File: src/rtl/alu_seq.sv
// alu_seq: registered ALU with valid/ready handshake and iterative multiply/divide
module alu_seq #(
  parameter int WIDTH = 16
) (
  input  logic             i_clk,
  input  logic             i_reset,
  input  logic             i_valid,
  output logic             o_ready,
  input  logic [3:0]       i_opcode,
  input  logic [WIDTH-1:0] i_wordA,
  input  logic [WIDTH-1:0] i_wordB,
  output logic             o_valid,
  input  logic             i_ready,
  output logic [WIDTH-1:0] o_result,
  output logic             o_flag_zero,
  output logic             o_flag_sign,
  output logic             o_flag_overflow,
  output logic             o_flag_carry,
  output logic             o_flag_divzero
);
  localparam int SHW = $clog2(WIDTH);
  typedef enum logic [1:0] {IDLE, LOAD, BUSY, DONE} state_t;
  state_t state;
  logic [3:0] op;
  logic [WIDTH-1:0] a, b, alu_res, rem_next, it_res;
  logic [SHW-1:0] cnt;
  logic [2*WIDTH-1:0] acc, acc_next;
  logic [WIDTH:0] sum, dif, mul_sum, rw;
  logic alu_ovf, alu_cry, iter, is_div, ge;
  assign o_ready = state == IDLE;
  assign o_valid = state == DONE;
  always_comb begin
    sum = {1'b0, a} + {1'b0, b};
    dif = {1'b0, a} - {1'b0, b};
    case (op)
      4'h0: alu_res = sum[WIDTH-1:0];
      4'h1: alu_res = dif[WIDTH-1:0];
      4'h2: alu_res = a & b;
      4'h3: alu_res = a | b;
      4'h4: alu_res = a ^ b;
      4'h5: alu_res = a << b[SHW-1:0];
      4'h6: alu_res = a >> b[SHW-1:0];
      4'h7: alu_res = $unsigned($signed(a) >>> b[SHW-1:0]);
      4'h8: alu_res = {{(WIDTH-1){1'b0}}, $signed(a) < $signed(b)};
      4'h9: alu_res = {{(WIDTH-1){1'b0}}, a < b};
      4'hA: alu_res = {{(WIDTH-1){1'b0}}, ^a};
      4'hD: alu_res = '1;
      4'hE: alu_res = a;
      default: alu_res = '0;
    endcase
    alu_ovf = op == 4'h0 ? (a[WIDTH-1] == b[WIDTH-1] && sum[WIDTH-1] != a[WIDTH-1]) :
              op == 4'h1 ? (a[WIDTH-1] != b[WIDTH-1] && dif[WIDTH-1] != a[WIDTH-1]) : 1'b0;
    alu_cry = op == 4'h0 ? sum[WIDTH] : op == 4'h1 ? dif[WIDTH] : 1'b0;
    iter = op >= 4'hB && op <= 4'hE;
    is_div = op == 4'hD || op == 4'hE;
    // multiply: add A into the high half when the multiplier LSB is set, then shift right
    mul_sum = {1'b0, acc[2*WIDTH-1:WIDTH]} + (acc[0] ? {1'b0, a} : '0);
    // divide: shift the next dividend bit into the remainder and subtract B if it fits
    rw = {acc[2*WIDTH-1:WIDTH], acc[WIDTH-1]};
    ge = rw >= {1'b0, b};
    rem_next = ge ? WIDTH'(rw - {1'b0, b}) : rw[WIDTH-1:0];
    acc_next = is_div ? {rem_next, acc[WIDTH-2:0], ge} : {mul_sum, acc[WIDTH-1:1]};
    it_res = (op == 4'hB || op == 4'hD) ? acc_next[WIDTH-1:0] : acc_next[2*WIDTH-1:WIDTH];
  end
  always_ff @(posedge i_clk) begin
    if (i_reset) begin
      state <= IDLE;
      op <= '0;
      a <= '0;
      b <= '0;
      cnt <= '0;
      acc <= '0;
      o_result <= '0;
      o_flag_zero <= 1'b0;
      o_flag_sign <= 1'b0;
      o_flag_overflow <= 1'b0;
      o_flag_carry <= 1'b0;
      o_flag_divzero <= 1'b0;
    end else begin
      unique case (state)
        IDLE: if (i_valid) begin
          op <= i_opcode;
          a <= i_wordA;
          b <= i_wordB;
          state <= LOAD;
        end
        LOAD: if (iter && !(is_div && b == '0)) begin
          acc <= {{WIDTH{1'b0}}, is_div ? a : b};
          cnt <= '0;
          state <= BUSY;
        end else begin
          o_result <= alu_res;
          o_flag_zero <= alu_res == '0;
          o_flag_sign <= alu_res[WIDTH-1];
          o_flag_overflow <= alu_ovf;
          o_flag_carry <= alu_cry;
          o_flag_divzero <= is_div;
          state <= DONE;
        end
        BUSY: begin
          acc <= acc_next;
          cnt <= cnt + 1'b1;
          if (cnt == SHW'(WIDTH - 1)) begin
            o_result <= it_res;
            o_flag_zero <= it_res == '0;
            o_flag_sign <= it_res[WIDTH-1];
            o_flag_overflow <= 1'b0;
            o_flag_carry <= 1'b0;
            o_flag_divzero <= 1'b0;
            state <= DONE;
          end
        end
        DONE: if (i_ready) state <= IDLE;
      endcase
    end
  end
endmodule
File: config.mk
export PLATFORM = sky130hd
export DESIGN_NAME = alu_seq
export DESIGN_NICKNAME = d
export VERILOG_FILES = /design/src/rtl/alu_seq.sv
export SDC_FILE = /design/constraint.sdc
export NUM_CORES = 1
export LEC_CHECK = 0
export CORE_UTILIZATION = 35
export DETAILED_ROUTE_END_ITERATION = 10
export PLACE_DENSITY = 0.56
export SLEW_MARGIN = 20
export SYNTH_ARGS = -nofsm -noshare
export SYNTH_HDL_FRONTEND = slang
export SYNTH_SLANG_ARGS = --single-unit
export TNS_END_PERCENT = 100
File: constraint.sdc
create_clock -name i_clk -period 4.47 [get_ports i_clk]
set_input_delay 1.341 -clock i_clk [delete_from_list [all_inputs] [get_ports i_clk]]
set_output_delay 1.341 -clock i_clk [all_outputs]
set_load 0.005 [all_outputs]
==> insert_results.sql <==
INSERT INTO impl_metrics (metric_group, metric, value, unit) VALUES
('run_status', 'run_status', 'complete, no violations', ''),
('grt', 'grt_pass1_vias', '11100', ''),
('drt', 'm1WireLength', '21.9', 'mm'),
('worst_setup_path', 'crit_path_top_delay_cell', 'sky130_fd_sc_hd__a221oi_1', ''),
('drt', 'route.antenna.remaining_nets', '0', ''),
('cts', 'numCtsBuffers', '9', ''),
('cells_and_area', 'diodes', '0', ''),
('synthesis', 'mappedNetlistArea', '10800', 'µm²'),
('synthesis', 'count_of_mapped_cells_out_of_synthesis', '1481', ''),
('timing', 'period_needed', '4200', 'ps'),
('timing', 'final_min_period_over_clock_period', '93.9', '%'),
('timing', 'rsz0062_at_grt', 'no', ''),
('timing', 'total_setup_violations_reported_at_the_end_of_the_flow', '0', ''),
('worst_setup_path', 'worst-r2r-setup-slack', '270', 'ps'),
('synthesis', 'ys_top_cells_by_area', 'sky130_fd_sc_hd__dfxtp_1 17%, sky130_fd_sc_hd__ha_1 11%, sky130_fd_sc_hd__a21oi_1 7.3%, sky130_fd_sc_hd__nand2_1 6.7%, sky130_fd_sc_hd__mux4_2 6.7%', ''),
('drt', 'avgRoutedWirePerCell', '25.4', 'µm'),
('synthesis', 'total_of_flip_flops_plus_latches_after_synthesis', '94', ''),
('cts', 'clock-root-buffer', 'sky130_fd_sc_hd__clkbuf_16', ''),
('die', 'placementRows', '63', ''),
('die', 'dieArea', '31600', 'µm²'),
('worst_setup_path', 'worstRegToRegCells', '13', ''),
('timing', 'worst_hold_slack', '470', 'ps'),
('timing', 'final.setup_skew', '16.5', 'ps'),
('timing', 'timing_max_transition_violations_final', '0', ''),
('grt', 'number_of_antenna_violations_at_the_first_check_in_global_routing', '1', ''),
('cts', 'ctsHoldBuffers', '0', ''),
('worst_setup_path', 'startpoint_type', 'register', ''),
('power_and_ir_drop', 'worst_ir_drop_vdd', '0.230', 'mV'),
('worst_setup_path', 'worst-endpoint-arrival', '4510', 'ps'),
('synthesis', 'synthArstFlopShare', '0', '%'),
('power_and_ir_drop', 'share_seq_of_total_power', '19.5', '%'),
('synthesis', 'synth_unique_cells', '77', ''),
('power_and_ir_drop', 'total_power', '5.79', 'mW'),
('timing', 'max_clock_freq', '0.238', 'GHz'),
('worst_setup_path', 'critPathMaxFanout', '7', ''),
('drt', 'drt_initial_violations', '1449', ''),
('synthesis', 'synth-main-ff-cell', 'sky130_fd_sc_hd__dfxtp_1', ''),
('cells_and_area', 'area_growth_syn_to_layout', '15.0', '%'),
('die', 'die_span_in_y', '178', 'µm'),
('power_and_ir_drop', 'switching_component_of_the_power', '2.94', 'mW'),
('power_and_ir_drop', 'p_sw_share', '50.7', '%'),
('worst_setup_path', 'path_cells', 'ha_1 -> fa_1 -> o21bai_1 -> a2111oi_0 -> a221oi_1 -> a2111oi_0 -> or3_1 -> o211ai_1 -> nor4_1 -> or3_1 -> nor4_1 -> nand2_1 -> o211ai_2', ''),
('synthesis', 'syn_avg_cell_area', '7.29', 'µm²'),
('worst_setup_path', 'regToRegEndpoint', 'o_flag_zero$_SDFFE_PP0P_', ''),
('synthesis', 'ys_top_cells_by_count', '193 x sky130_fd_sc_hd__nand2_1, 157 x sky130_fd_sc_hd__a21oi_1, 152 x sky130_fd_sc_hd__nor2_1', ''),
('synthesis', 'area_share_of_the_largest_cell_type_after_synthesis', '17.4', '%'),
('synthesis', 'synth_enable_flop_cells', '0', ''),
('worst_setup_path', 'type_of_the_worst_setup_path', 'register to register', ''),
('power_and_ir_drop', 'power_density_relative_to_cell_area', '467', 'nW/µm²'),
('timing', 'headroom_to_the_max_slew_limit', '24.2', '%'),
('drt', 'wl_met2', '20.6', 'mm'),
('flow_run', 'drv_cap', '0', ''),
('drt', 'route.top_layer_used', 'met4', ''),
('drt', 'detail_route.wirelength', '48.7', 'mm'),
('synthesis', 'synthDominantAreaCellType', 'sky130_fd_sc_hd__dfxtp_1', ''),
('grt', 'grt_remaining_overflow', '0', ''),
('worst_setup_path', 'timing.critical_path.from', 'b[0]$_SDFFE_PP0P_', ''),
('placed_design', 'placement.io_buffers', '62', ''),
('die', 'std_cell_core_area', '30000', 'µm²'),
('grt', 'global_routing_usage_summed_across_all_routing_layers', '31.3', '%'),
('die', 'initial_utilization', '36.0', '%'),
('placed_design', 'dp_hpwl', '38.4', 'mm'),
('cts', 'tritoncts', 'built', ''),
('cts', 'clock_insertion_delay_worst_skew', '380', 'ps'),
('worst_hold_path', 'min-delay-path-class', 'register to register', ''),
('worst_setup_path', 'path_delay_family', 'compound AO/OA/AOI/OAI gates', ''),
('synthesis', 'ys_warn_count', '0', ''),
('power_and_ir_drop', 'cellLeakagePower', '4.87', 'nW'),
('cts', 'clkSlewWorstSetupHoldPaths', '90', 'ps'),
('synthesis', 'most_instantiated_library_cell_after_synthesis', 'sky130_fd_sc_hd__nand2_1', ''),
('die', 'die_w', '178', 'µm');
-- how the worst min path moves through the flow --
stage	startpoint	endpoint	slack, ps	depth (start not counted)
3_3_place_gp	o_result[12]$_SDFFE_PP0P_	o_result[12]$_SDFFE_PP0P_	450	2
5_1_grt	acc[15]$_SDFFE_PP0P_	acc[15]$_SDFFE_PP0P_	510	2
2_1_floorplan	acc[15]$_SDFFE_PP0P_	acc[15]$_SDFFE_PP0P_	440	2
3_5_place_dp	o_result[12]$_SDFFE_PP0P_	o_result[12]$_SDFFE_PP0P_	460	2
4_1_cts	o_result[12]$_SDFFE_PP0P_	o_result[12]$_SDFFE_PP0P_	470	2
6_report	o_result[12]$_SDFFE_PP0P_	o_result[12]$_SDFFE_PP0P_	470	2
-- registers in the layout (all words and copies together) (netlist names) --
| register | cells |
|---|---|
| o_flag_carry | 1 |
| o_flag_divzero | 1 |
| acc | 32 |
| b | 16 |
| o_flag_overflow | 1 |
| o_flag_zero | 1 |
| o_result | 16 |
| state | 2 |
| cnt | 4 |
| op | 4 |
| a | 16 |
-- kinds of logic (layout without fill, tap and decap cells) --
family | after synthesis | in the layout | share of synthesized area [%]
compound gates | 481 | 481 | 29.1
xor+xnor | 46 | 46 | 3.73
fa+ha+maj | 96 | 96 | 11.4
buf+inv | 177 | 224 | 6.48
flops | 94 | 94 | 17.4
mux | 66 | 66 | 9.90
simple gates | 521 | 521 | 21.9
-- worst min-delay path: stages, from the launching register on --
cell	delay [ps]
sky130_fd_sc_hd__dfxtp_1	320
sky130_fd_sc_hd__nand2_1	60
sky130_fd_sc_hd__a21oi_1	50
-- cell type report --
class                      instances  area (µm²)
sequential                        94        1880
clock buffer                       9         225
fill                            3177       17500
multi-input combinational       1210        8250
timing repair buffer             145        1240
inverter                          63         236
tap                              390         488
clock inverter                     7        95.1
-- per-stage QoR --
stage                     instance area (µm²)  util, %  cells  worst slack, ps
final                                   12400     41.4   1918              273
after global routing                    12400     41.4   1918             30.3
after CTS                               12400     41.4   1918              319
after detailed placement                12100     40.4   1902              344
after global placement                  12100     40.4   1902              402
after floorplan                         10800        -   1481              391
-- power by group through the flow --
| stage | logic (mW) | clock network [mW] | registers (mW) |
|---|---|---|---|
| floorplan | 2.40 | 0 | 1.08 |
| global placement | 3.66 | 0 | 1.14 |
| detailed placement | 3.64 | 0 | 1.14 |
| CTS | 3.66 | 0.928 | 1.12 |
| global route | 4.02 | 0.953 | 1.14 |
| finish | 3.74 | 0.922 | 1.13 |
-- timing repair --
item | 4_1_cts | 5_1_grt
setup endpoints to repair | 0 | 1
buffers inserted | 0 | 0
resized for setup | 0 | 3
-- metal layers --
metal	track usage, %	vias up
met2	46.2	596
met4	10.8	0
met3	7.03	85
met5	0	-
met1	44.2	5791
li1	-	5484
-- cells in the final DEF, fill, tap and decap left out, types with 22 or more instances in the layout --
master / Yosys / routed
sky130_fd_sc_hd__inv_1: 61 / 61
sky130_fd_sc_hd__nand2_1: 193 / 193
sky130_fd_sc_hd__o211ai_1: 22 / 22
sky130_fd_sc_hd__o21ai_0: 82 / 81
sky130_fd_sc_hd__a211oi_1: 28 / 28
sky130_fd_sc_hd__dfxtp_1: 94 / 92
sky130_fd_sc_hd__clkdlybuf4s50_1: 0 / 61
sky130_fd_sc_hd__ha_1: 92 / 92
sky130_fd_sc_hd__a21oi_1: 157 / 155
sky130_fd_sc_hd__mux4_2: 32 / 32
sky130_fd_sc_hd__nand3_1: 26 / 26
sky130_fd_sc_hd__and2_1: 23 / 23
sky130_fd_sc_hd__xnor2_1: 35 / 35
sky130_fd_sc_hd__buf_4: 1 / 84
sky130_fd_sc_hd__mux2i_1: 28 / 28
sky130_fd_sc_hd__nor3_1: 35 / 35
sky130_fd_sc_hd__nor2_1: 152 / 152
Note: power is estimated with default switching activity, not from simulation.
